[src/rtl/booth_seq_mul.sv]
// Iterative radix-4 Booth multiplier: one Booth digit retired per clock, signed/unsigned per op.
// Optional early termination on all-zero remaining digits via `define BOOTH_ZERO_SKIP_EN.
module booth_seq_mul #(
  parameter int WIDTH = 8
) (
  input  logic               clk_i,
  input  logic               rst_i,
  input  logic               start_i,
  input  logic               signed_i,
  input  logic [WIDTH-1:0]   multiplicand_i,
  input  logic [WIDTH-1:0]   multiplier_i,
  input  logic               ack_i,
  output logic               ready_o,
  output logic               valid_o,
  output logic [2*WIDTH-1:0] result_o
);
  localparam int NDIG = WIDTH / 2 + 1;
  localparam int CW   = $clog2(NDIG);
  localparam int PW   = 2 * WIDTH;
  localparam int BW   = WIDTH + 3;

  generate
    if ((WIDTH % 2) != 0 || WIDTH < 4) begin : g_bad_width
      $error("booth_seq_mul: WIDTH must be even and >= 4");
    end
  endgenerate

  typedef enum logic [1:0] {S_IDLE, S_CALC, S_DONE} state_t;

  state_t          state_q, state_d;
  logic [PW-1:0]   a_q, a_d;      // multiplicand, pre-shifted by 2i
  logic [BW-1:0]   b_q, b_d;      // extended multiplier; b_q[2:0] is the current triplet
  logic [PW-1:0]   acc_q, acc_d;
  logic [PW-1:0]   res_q, res_d;
  logic [CW-1:0]   cnt_q, cnt_d;
  logic [PW-1:0]   pp;
  logic [PW-1:0]   acc_sum;
  logic            skip;
  logic            last;
  logic            sa, sb;

  assign sa = signed_i & multiplicand_i[WIDTH-1];
  assign sb = signed_i & multiplier_i[WIDTH-1];

  always_comb begin
    pp = '0;
    case (b_q[2:0])
      3'b001, 3'b010: pp = a_q;
      3'b011:         pp = a_q << 1;
      3'b100:         pp = -(a_q << 1);
      3'b101, 3'b110: pp = -a_q;
      default:        pp = '0;
    endcase
  end

  assign acc_sum = acc_q + pp;

`ifdef BOOTH_ZERO_SKIP_EN
  // Remaining bits all equal means every later triplet is 000 or 111.
  logic [WIDTH:0] rem;
  assign rem  = b_q[BW-1:2];
  assign skip = (rem == '0) || (rem == '1);
`else
  assign skip = 1'b0;
`endif

  assign last = (state_q == S_CALC) && ((cnt_q == CW'(NDIG - 1)) || skip);

  // FSM: state register
  always_ff @(posedge clk_i or posedge rst_i) begin
    if (rst_i) state_q <= S_IDLE;
    else       state_q <= state_d;
  end

  // FSM: next state
  always_comb begin
    state_d = state_q;
    case (state_q)
      S_IDLE:  if (start_i) state_d = S_CALC;
      S_CALC:  if (last)    state_d = S_DONE;
      S_DONE:  if (ack_i)   state_d = S_IDLE;
      default: state_d = S_IDLE;
    endcase
  end

  // FSM: outputs
  always_comb begin
    ready_o = (state_q == S_IDLE);
    valid_o = (state_q == S_DONE);
  end

  always_comb begin
    a_d   = a_q;
    b_d   = b_q;
    acc_d = acc_q;
    cnt_d = cnt_q;
    res_d = res_q;
    case (state_q)
      S_IDLE: if (start_i) begin
        a_d   = {{WIDTH{sa}}, multiplicand_i};
        b_d   = {sb, sb, multiplier_i, 1'b0};
        acc_d = '0;
        cnt_d = '0;
      end
      S_CALC: begin
        a_d   = a_q << 2;
        b_d   = {b_q[BW-1], b_q[BW-1], b_q[BW-1:2]};
        acc_d = acc_sum;
        cnt_d = cnt_q + CW'(1);
        if (last) res_d = acc_sum;
      end
      default: ;
    endcase
  end

  always_ff @(posedge clk_i or posedge rst_i) begin
    if (rst_i) begin
      a_q   <= '0;
      b_q   <= '0;
      acc_q <= '0;
      cnt_q <= '0;
      res_q <= '0;
    end else begin
      a_q   <= a_d;
      b_q   <= b_d;
      acc_q <= acc_d;
      cnt_q <= cnt_d;
      res_q <= res_d;
    end
  end

  assign result_o = res_q;

endmodule

[config.mk]
export PLATFORM = sky130hd
export DESIGN_NAME = booth_seq_mul
export DESIGN_NICKNAME = d
export VERILOG_FILES = /design/src/rtl/booth_seq_mul.sv
export SDC_FILE = /design/constraint.sdc
export NUM_CORES = 1
export LEC_CHECK = 0
export ABC_AREA = 0
export CAP_MARGIN = 20
export CORE_UTILIZATION = 63
export DETAILED_ROUTE_END_ITERATION = 10
export GPL_ROUTABILITY_DRIVEN = 1
export PLACE_DENSITY = 0.86
export SYNTH_ARGS = -nofsm -noshare
export SYNTH_HDL_FRONTEND = slang
export SYNTH_SLANG_ARGS = --single-unit
[constraint.sdc]
create_clock -name clk_i -period 6.5 [get_ports clk_i]
set_input_delay 0.65 -clock clk_i [delete_from_list [all_inputs] [get_ports clk_i]]
set_output_delay 0.65 -clock clk_i [all_outputs]
set_load 0.005 [all_outputs]
# --- After elaboration in Yosys (flattened, before gate mapping) ---
# Cells that the tools add are included.
# Widths: inputs -> output; s select.
word_totals:
  inputBits: 21
  wordCells: 48
  out_inout_bits: 18
  reg_bits: 64
op_classes:
  bitwise_logic: 3
  add_sub_neg: 4
  eq_ne: 12
  n_reduce_logical: 9
  mux: 13
ops:
  columns: ["op", "count"]
  rows:
  - ["$pmux 16 s2", 2]
  - ["$pmux 16 s4", 1]
  - ["$mux 16", 2]
  - ["$neg 16->16", 2]
  - ["$pmux 11 s2", 1]
  - ["$add 16x16->16", 1]
  - ["$eq 3x3->1 const B", 4]
  - ["$mux 11", 1]
  - ["$eq 3x2->1 const B", 2]
  - ["$mux 2", 3]
  - ["$ne 2x2->1 const B", 3]
  - ["$pmux 2 s3", 1]
  - ["$pmux 3 s2", 1]
  - ["$reduce_and 3->1", 2]
  - ["$reduce_and 2->1", 2]
  - ["$reduce_or 2->1", 2]
  - ["$add 3x1->3 const B", 1]
  - ["$eq 3x1->1 const B", 1]
  - ["$mux 3", 1]
  - ["$and 1x1->1", 2]
  - ["$eq 2x1->1 const B", 1]
  - ["$eq 2x2->1 const B", 1]
  - ["$logic_not 2->1", 1]
  - ["$reduce_bool 2->1", 1]
  - ["2 further kinds", 2]

# --- Longest topological paths before layout ---
# Gate-level depths: netlist (run 1).
logic_depth:
  depth_word: 5
  depth_mapped: 17
  depth_no_buf: 17

# --- Least setup slack after synthesis (run 1) ---
# OpenSTA, ideal clock, no wires.
synth_path:
  path_type: "register to register"
  startpoint: "reg a_q[0]"
  endpoint: "reg res_q[15], in the netlist result_o[15]"
  path_slack_ps: 2836
  n_path_buf: 0
  arrival_time_ps: 3540
  path_stages_with_launch: 16
  required_ps: 6375
  period_less_slack_ps: 3664
  cell_sequence: "dfrtp_1 inv_1 ha_1 inv_1 or3_1 nor3_1 a21oi_1 o221ai_1 o31ai_1 ha_1 a211o_1 o211ai_1 nor2_1 o31a_1 xor3_1 mux2_2"
synth_via:
  elab_chain_len: 3
synth_rtl:
  columns: ["item", "line", "rtl"]
  rows:
  - ["start: declaration", "31", "logic [PW-1:0] a_q, a_d;"]
  - ["start signal: assignment", "118", "a_q <= '0;"]
  - ["start signal: assignment", "124", "a_q <= a_d;"]
  - ["$neg 16->16 (on tied branches)", "51, 50", null]
  - ["$pmux 16 s4 *", "47", "case (b_q[2:0])"]
  - ["$add 16x16->16 *", "56", "assign acc_sum = acc_q + pp;"]
  - ["end signal: assignment", "128", "res_q <= res_d;"]
  - ["end: declaration", "34", "logic [PW-1:0] res_q, res_d;"]
# Every way passes the cells marked *; elsewhere a longest branch is shown, timed or not.
# A chain may end at the register's enable or synchronous reset.

# --- Final worst setup path (run 1) ---
layout_path:
  startpoint: "reg b_q[1]"
  endpoint: "reg res_q[15], in the netlist result_o[15]"
layout_via:
  elab_chain_len: 4
layout_rtl:
  columns: ["item", "line", "rtl"]
  rows:
  - ["start: declaration", "32", "logic [BW-1:0] b_q, b_d;"]
  - ["start signal: assignment", "119", "b_q <= '0;"]
  - ["start signal: assignment", "125", "b_q <= b_d;"]
  - ["$eq 3x3->1, or another cell as far along", "47", null]
  - ["$reduce_or 2->1", "47", null]
  - ["$pmux 16 s4 *", "47", null]
  - ["$add 16x16->16 *", "56", null]
# Marked as above.

==> metrics.cfg, run 1 <==
[global_route]
groute.layer.met1.usage_pct=42.1
grtUsageMet3_pct=4.86
grt.met2_usage_pct=46.0
antenna_found_initial=0
grt_use_total_pct=30.3
grt_pass1_vias=3382
grt_overflow=0
grt_max_degree=65
grt.busiest_layer=met2
grt_pass1_wl_mm=17.0

[final_layout]
syn_to_final_growth_pct=12.7
drive_gt1_share_pct=7.58
final_cell_count_no_fill=578
fillers=470
nets=538
finish.utilization_pct=75.0
antennaDiodeCount=0

[detailed_routing]
drc=1
drtPass1Iterations=8
vias=3682
initialDrtViolationCount=339
wirelength_mm=10.3
vias_per_cell=6.37
wl_per_cell_um=17.7
ant_nets=0

[floorplan]
die_area_um2=7190
die_w_um=84.8
num_rows=29
core_area_um2=6490
start_util_pct=66.5
io-pin-count=39
die_h_um=84.8

[pwr]
p_leak_uw=0.00217
p_int_uw=1590
power_frac_seq_pct=28.2
finalPower_uw=2930
p_switching_uw=1350
p_clk_share_pct=11.9
vdd_ir_drop_max_v=0.000408
combinationalPowerShare_pct=59.9
swShare_pct=45.9
p_per_area_nw_per_um2=602

[placement]
port_buffers=38
routabilityCongestion=0.929
dp_cells=564
hpwl_mm=7.07

[timing]
setup_viol=0
holdWs_ps=475
clock_skew_ps=9.78
max_freq_mhz=233
hold_viol=0
rsz0062_at_grt=no
max-slew-margin-rel_pct=37.0
worst_slew_pin_slew_ps=945
final.setup.tns_ps=0
slew_violations=0
period_needed_ps=4290
post-route-period-util_pct=66.0

[cts]
cts_max_path_buffers=2
postCtsResizedCells=0
hold_buffers=0
root_buffer=clkbuf_8
clkSinkCount=64
clk_pin_slew_ps=70
htreeDepth=3
insertion_delay_ps=350
post-cts-setup-buffers=0
cts-buffers-inserted=9
cts_tree=yes

[critical_path]
cp.required_ps=6730
critical_path_class=reg2reg
critPathLaunchType=flip-flop
rrSetupSlack_ps=2210
crit_fanout=24
reg2reg_depth=12
r2r_end=result_o[15]
crit_arrival_ps=4520
cp-end-kind=flip-flop
worstReg2RegStart=b_q[1]

[synth]
syn-cell-area_um2=4320
synthArstFlopShare_pct=100
syn_area_per_cell_um2=8.98
yosysTopAreaCell=dfrtp_1
ys_types=60
synth_edf_count=0
yosys_register_bits=64
ys.flop_type=dfrtp_1
yosysTopAreaCellShare_pct=37.1
seq_area_frac_synth_pct=37.1
synth_nets=521
syn_inst=481
ys.warnings.count=0
synthTopCellsByArea=dfrtp_1, o21ai_0, ha_1

[worst_hold_path]
min_path_type=reg2reg
min_from=result_o[12]
worstHoldEndpoint=result_o[12]
min_delay_path_depth=2

[status]
status=finished, violations left
violations=design-rule violations

[job]
cap_viol_max_count=0

-- how the worst max path moves through the flow --
stage / startpoint / to / slack [ps] / depth (start not counted)
6_report: b_q[1] / result_o[15] / 2210 / 12
5_1_grt: b_q[1] / result_o[15] / 1910 / 12
4_1_cts: b_q[1] / result_o[15] / 2280 / 12
3_5_place_dp: b_q[1] / result_o[15] / 2310 / 12
3_3_place_gp: a_q[0] / result_o[15] / 2430 / 16
2_1_floorplan: a_q[0] / result_o[15] / 2840 / 15
-- synthesized netlist by cell type (all sizes together), types with 2 or more instances --
cell    count
a22oi       3
nand3       7
and3        3
mux2       10
a21o        4
a221o      13
and3b      14
a211oi      8
a221oi      5
o21bai      5
nor4        5
a211o       2
dfrtp      64
o211ai      2
buf        14
and2        7
o31ai       2
nand2      55
mux2i       5
mux4        2
clkinv      2
xor2       12
xnor2      15
nand2b      7
a31oi       3
nor2b       3
or4         2
ha         18
nor3        8
o21a        2
o21ai      55
clkbuf     22
a22o       11
a21oi      30
or3         4
inv        13
nor2       28
-- stage by stage --
stage / worst slack [ps] / area, µm²
floorplan: 2840 / 4320
global placement: 2430 / 4680
detailed placement: 2310 / 4680
CTS: 2280 / 4870
global route: 1910 / 4870
finish: 2210 / 4870
-- critical path, stage by stage, from the launching register on --
cell and delay, ps:
dfrtp_1 870, inv_1 430, nor2_1 330, a21oi_1 100, o21ai_0 360, ha_1 320, a211oi_1 280, o21bai_1 160
o211ai_1 270, nor2_1 70, o31a_1 350, xor3_1 350, mux2_2 260
-- cell usage in the layout, fill, tap and decap left out, drive strengths merged, types with 3 or more instances in the layout --
master,synthesis,layout
a211oi,8,8
a21o,4,4
a21oi,30,30
a221o,13,13
a221oi,5,5
a22o,11,11
a22oi,3,3
a31oi,3,3
and2,7,7
and3,3,3
and3b,14,14
buf,14,4
clkbuf,22,11
clkdlybuf4s50,0,38
clkinv,2,3
dfrtp,64,64
ha,18,18
inv,13,13
mux2,10,10
mux2i,5,5
nand2,55,55
nand2b,7,7
nand3,7,7
nor2,28,28
nor2b,3,3
nor3,8,8
nor4,5,5
o21ai,55,55
o21bai,5,5
or3,4,4
xnor2,15,15
xor2,12,12
-- final cells by class --
type | instances | area (µm²) | share of cell area, %
flip-flops and latches | 64 | 1600 | 32.9
repair buffers | 42 | 410 | 8.43
multi-input cells | 366 | 2510 | 51.6
well taps | 77 | 96.3 | 1.98
clock buffers | 11 | 151 | 3.11
inverters | 15 | 56.3 | 1.16
clock inverters | 3 | 42.5 | 0.873
-- registers in the layout, summed over array words and instances (netlist names) --
name / cells
a_q: 16
acc_q: 16
result_o: 16
b_q: 11
cnt_q: 3
state_q: 2
-- kinds of logic (layout without fill, tap and decap cells) --
| group | Yosys count | count (layout) | synth area share [%] |
|---|---|---|---|
| AOI/OAI and AO/OA | 153 | 153 | 23.1 |
| xor gates and xnor gates | 28 | 28 | 6.02 |
| adders and majority gates | 19 | 19 | 5.68 |
| buffers and inverters | 51 | 71 | 4.87 |
| DFF | 64 | 64 | 37.1 |
| muxes | 17 | 17 | 4.81 |
| and+or+nand+nor | 149 | 149 | 18.4 |
-- power groups by stage --
stage	Combinational (µW)	Sequential, µW	Clock, µW
6_report	1760	828	348
5_1_grt	1950	856	368
4_1_cts	1750	823	355
3_5_place_dp	1730	829	0
3_3_place_gp	1680	822	0
2_1_floorplan	1440	675	0
-- metal layers --
metal  vias up  routed length, µm
met1      1765               4670
met4         0                333
met2       108               4820
li1       1781                  -
met3        28                428
met5         -                  0
(Power assumes the default switching activity.)
==> inputs of run 2 (changes only) <==
CORE_UTILIZATION = 53   (was 63)
PLACE_DENSITY = 0.77   (was 0.86)
clock period = 3.9 ns   (was 6.5 ns; I/O delays follow)
==> run 2 against run 1 <==
- global-route usage down 3.8 points
- first-iteration DRC count down 52%
- final cell count up 10%
- critical path type unchanged
- critical path depth up 2
- die area up 18%
- combinational power up 95%
- non-clock buffer count up 31
- wire length up 2.4%
- the run now ends clean
==> metrics.cfg, run 2 (synthesized netlist as in run 1, its figures left out) <==
[timing]
period_needed_ps=3710  ; was 4290 ps
max-slew-margin-rel_pct=35.2  ; was 37.0%
holdWs_ps=273  ; was 475 ps
slew_violations=0  ; unchanged
clock_skew_ps=9.52  ; was 9.78 ps
worst_slew_pin_slew_ps=971  ; was 945 ps
max_freq_mhz=269  ; was 233 MHz
post-route-period-util_pct=95.2  ; was 66.0%
hold_viol=0  ; unchanged
setup_viol=0  ; unchanged

[pwr]
vdd_ir_drop_max_v=0.000631  ; was 0.000408 V
p_per_area_nw_per_um2=1000  ; was 602 nW/µm²
p_leak_uw=0.00235  ; was 0.00217 µW

[floorplan]
io-pin-count=39  ; unchanged
die_w_um=92.3  ; was 84.8 µm
die_area_um2=8520  ; was 7190 µm²
die_h_um=92.3  ; was 84.8 µm
core_area_um2=7810  ; was 6490 µm²
num_rows=32  ; was 29
start_util_pct=55.3  ; was 66.5%

[global_route]
grt_use_total_pct=26.5  ; was 30.3%
antenna_found_initial=0  ; unchanged
grt_pass1_wl_mm=17.7  ; was 17.0 mm
grt_max_degree=50  ; was 65
grt_overflow=0  ; unchanged
grt_pass1_vias=3745  ; was 3,382

[placement]
port_buffers=38  ; unchanged
dpl-instance-area_um2=4910  ; was 4680 µm²
routabilityCongestion=0.918  ; was 0.929
hpwl_mm=7.44  ; was 7.07 mm

[critical_path]
crit_fanout=5  ; was 24
crit_arrival_ps=3940  ; was 4520 ps
r2r_end=result_o[15]  ; unchanged
cp.required_ps=4130  ; was 6730 ps
reg2reg_depth=14  ; was 12
worstReg2RegStart=a_q[0]  ; was b_q[1]
critical_path_class=reg2reg  ; unchanged
cp-startpoint=a_q[0]  ; was b_q[1]
cp-end-kind=flip-flop  ; unchanged
setup.worst_path.end=result_o[15]  ; unchanged
rrSetupSlack_ps=190  ; was 2210 ps
critPathLaunchType=flip-flop  ; unchanged

[final_layout]
nets=569  ; was 538
final_common_cell=dfrtp_1  ; unchanged
drive_gt1_share_pct=14.8  ; was 7.58%
mostFrequentLayoutCells=dfrtp_1, o21ai_0, nand2_1  ; unchanged
antennaDiodeCount=0  ; unchanged
syn_to_final_growth_pct=20.7  ; was 12.7%
post-route-cell-area_um2=5210  ; was 4870 µm²

[cts]
clk_pin_slew_ps=70  ; about the same
clkSinkCount=64  ; unchanged
insertion_delay_ps=350  ; about the same
root_buffer=clkbuf_8  ; unchanged
cts-buffers-inserted=9  ; unchanged
htreeDepth=3  ; unchanged
hold_buffers=0  ; unchanged
cts_tree=yes  ; unchanged
cts_max_path_buffers=2  ; unchanged

[job]
cap_viol_max_count=0  ; unchanged

[detailed_routing]
vias_per_cell=5.94  ; was 6.37
wl_per_cell_um=16.5  ; was 17.7 µm
wirelength_mm=10.5  ; was 10.3 mm
drtPass1Iterations=5  ; was 8
initialDrtViolationCount=162  ; was 339
drc=0  ; was 1
vias=3781  ; was 3,682
ant_nets=0  ; unchanged

[status]
status=finished, final reports clean  ; was finished, violations left

[worst_hold_path]
min_path_type=in2async  ; was reg2reg

==> run 2: worst min path at each step <==
stage                     cells past startpoint     endpoint  slack, ps
after CTS                                     2  result_o[8]        490
after global placement                        2       b_q[3]        460
after floorplan                               2       b_q[3]        450
after detailed placement                      2  result_o[8]        470
final                                         2  result_o[1]        270
after global routing                          2  result_o[3]        290
==> run 2: stage by stage <==
stage                     instances  setup TNS (ps)  utilization, %  worst slack (ps)  total power (µW)
after detailed placement        616           -39.1            62.9             -39.1              4480
after floorplan                 481               0               -               236              3530
final                           636               0            66.8               189              5220
after global routing            636           -22.4            66.8             -22.4              5690
after global placement          616               0            62.9               113              4370
after CTS                       632               0            65.3              3.18              5070
==> run 2: layout make-up <==
| cell class | instances | area, µm² |
|---|---|---|
| Timing Repair Buffer | 73 | 656 |
| Clock buffer | 12 | 135 |
| Tap cell | 102 | 128 |
| Sequential cell | 64 | 1600 |
| Multi-Input combinational cell | 366 | 2590 |
| Inverter | 15 | 56.3 |
| Fill cell | 640 | 2590 |
| Clock inverter | 4 | 45.0 |
==> run 2: routing by layer <==
metal	GRT usage (%)	share of wire (%)
met1	34.3	44
met5	0	0
met2	44.2	49
met4	11.3	2.0
met3	3.73	5.2
==> run 2: report_power, final <==
group	switching, µW	internal, µW
sequential	282	964
clock	257	293
combinational	1780	1650
total	2310	2910
==> run 2: worst max-delay path, cell delays in order (launching register included) <==
cell,delay (ps)
dfrtp_1,380
buf_4,150
or3_1,400
nor3_4,150
nand3_1,150
xnor2_2,180
o21ai_0,90
mux4_2,500
ha_4,250
a21oi_2,180
o21ai_0,110
and2_1,160
o31a_1,280
xor3_1,350
mux2_2,260
==> run 2: what timing repair did <==
action                     4_1_cts  5_1_grt
buffers inserted                 0        3
cloned                           0        0
resized for setup                1       13
setup endpoints to repair        1        4
pin swaps                        0        3
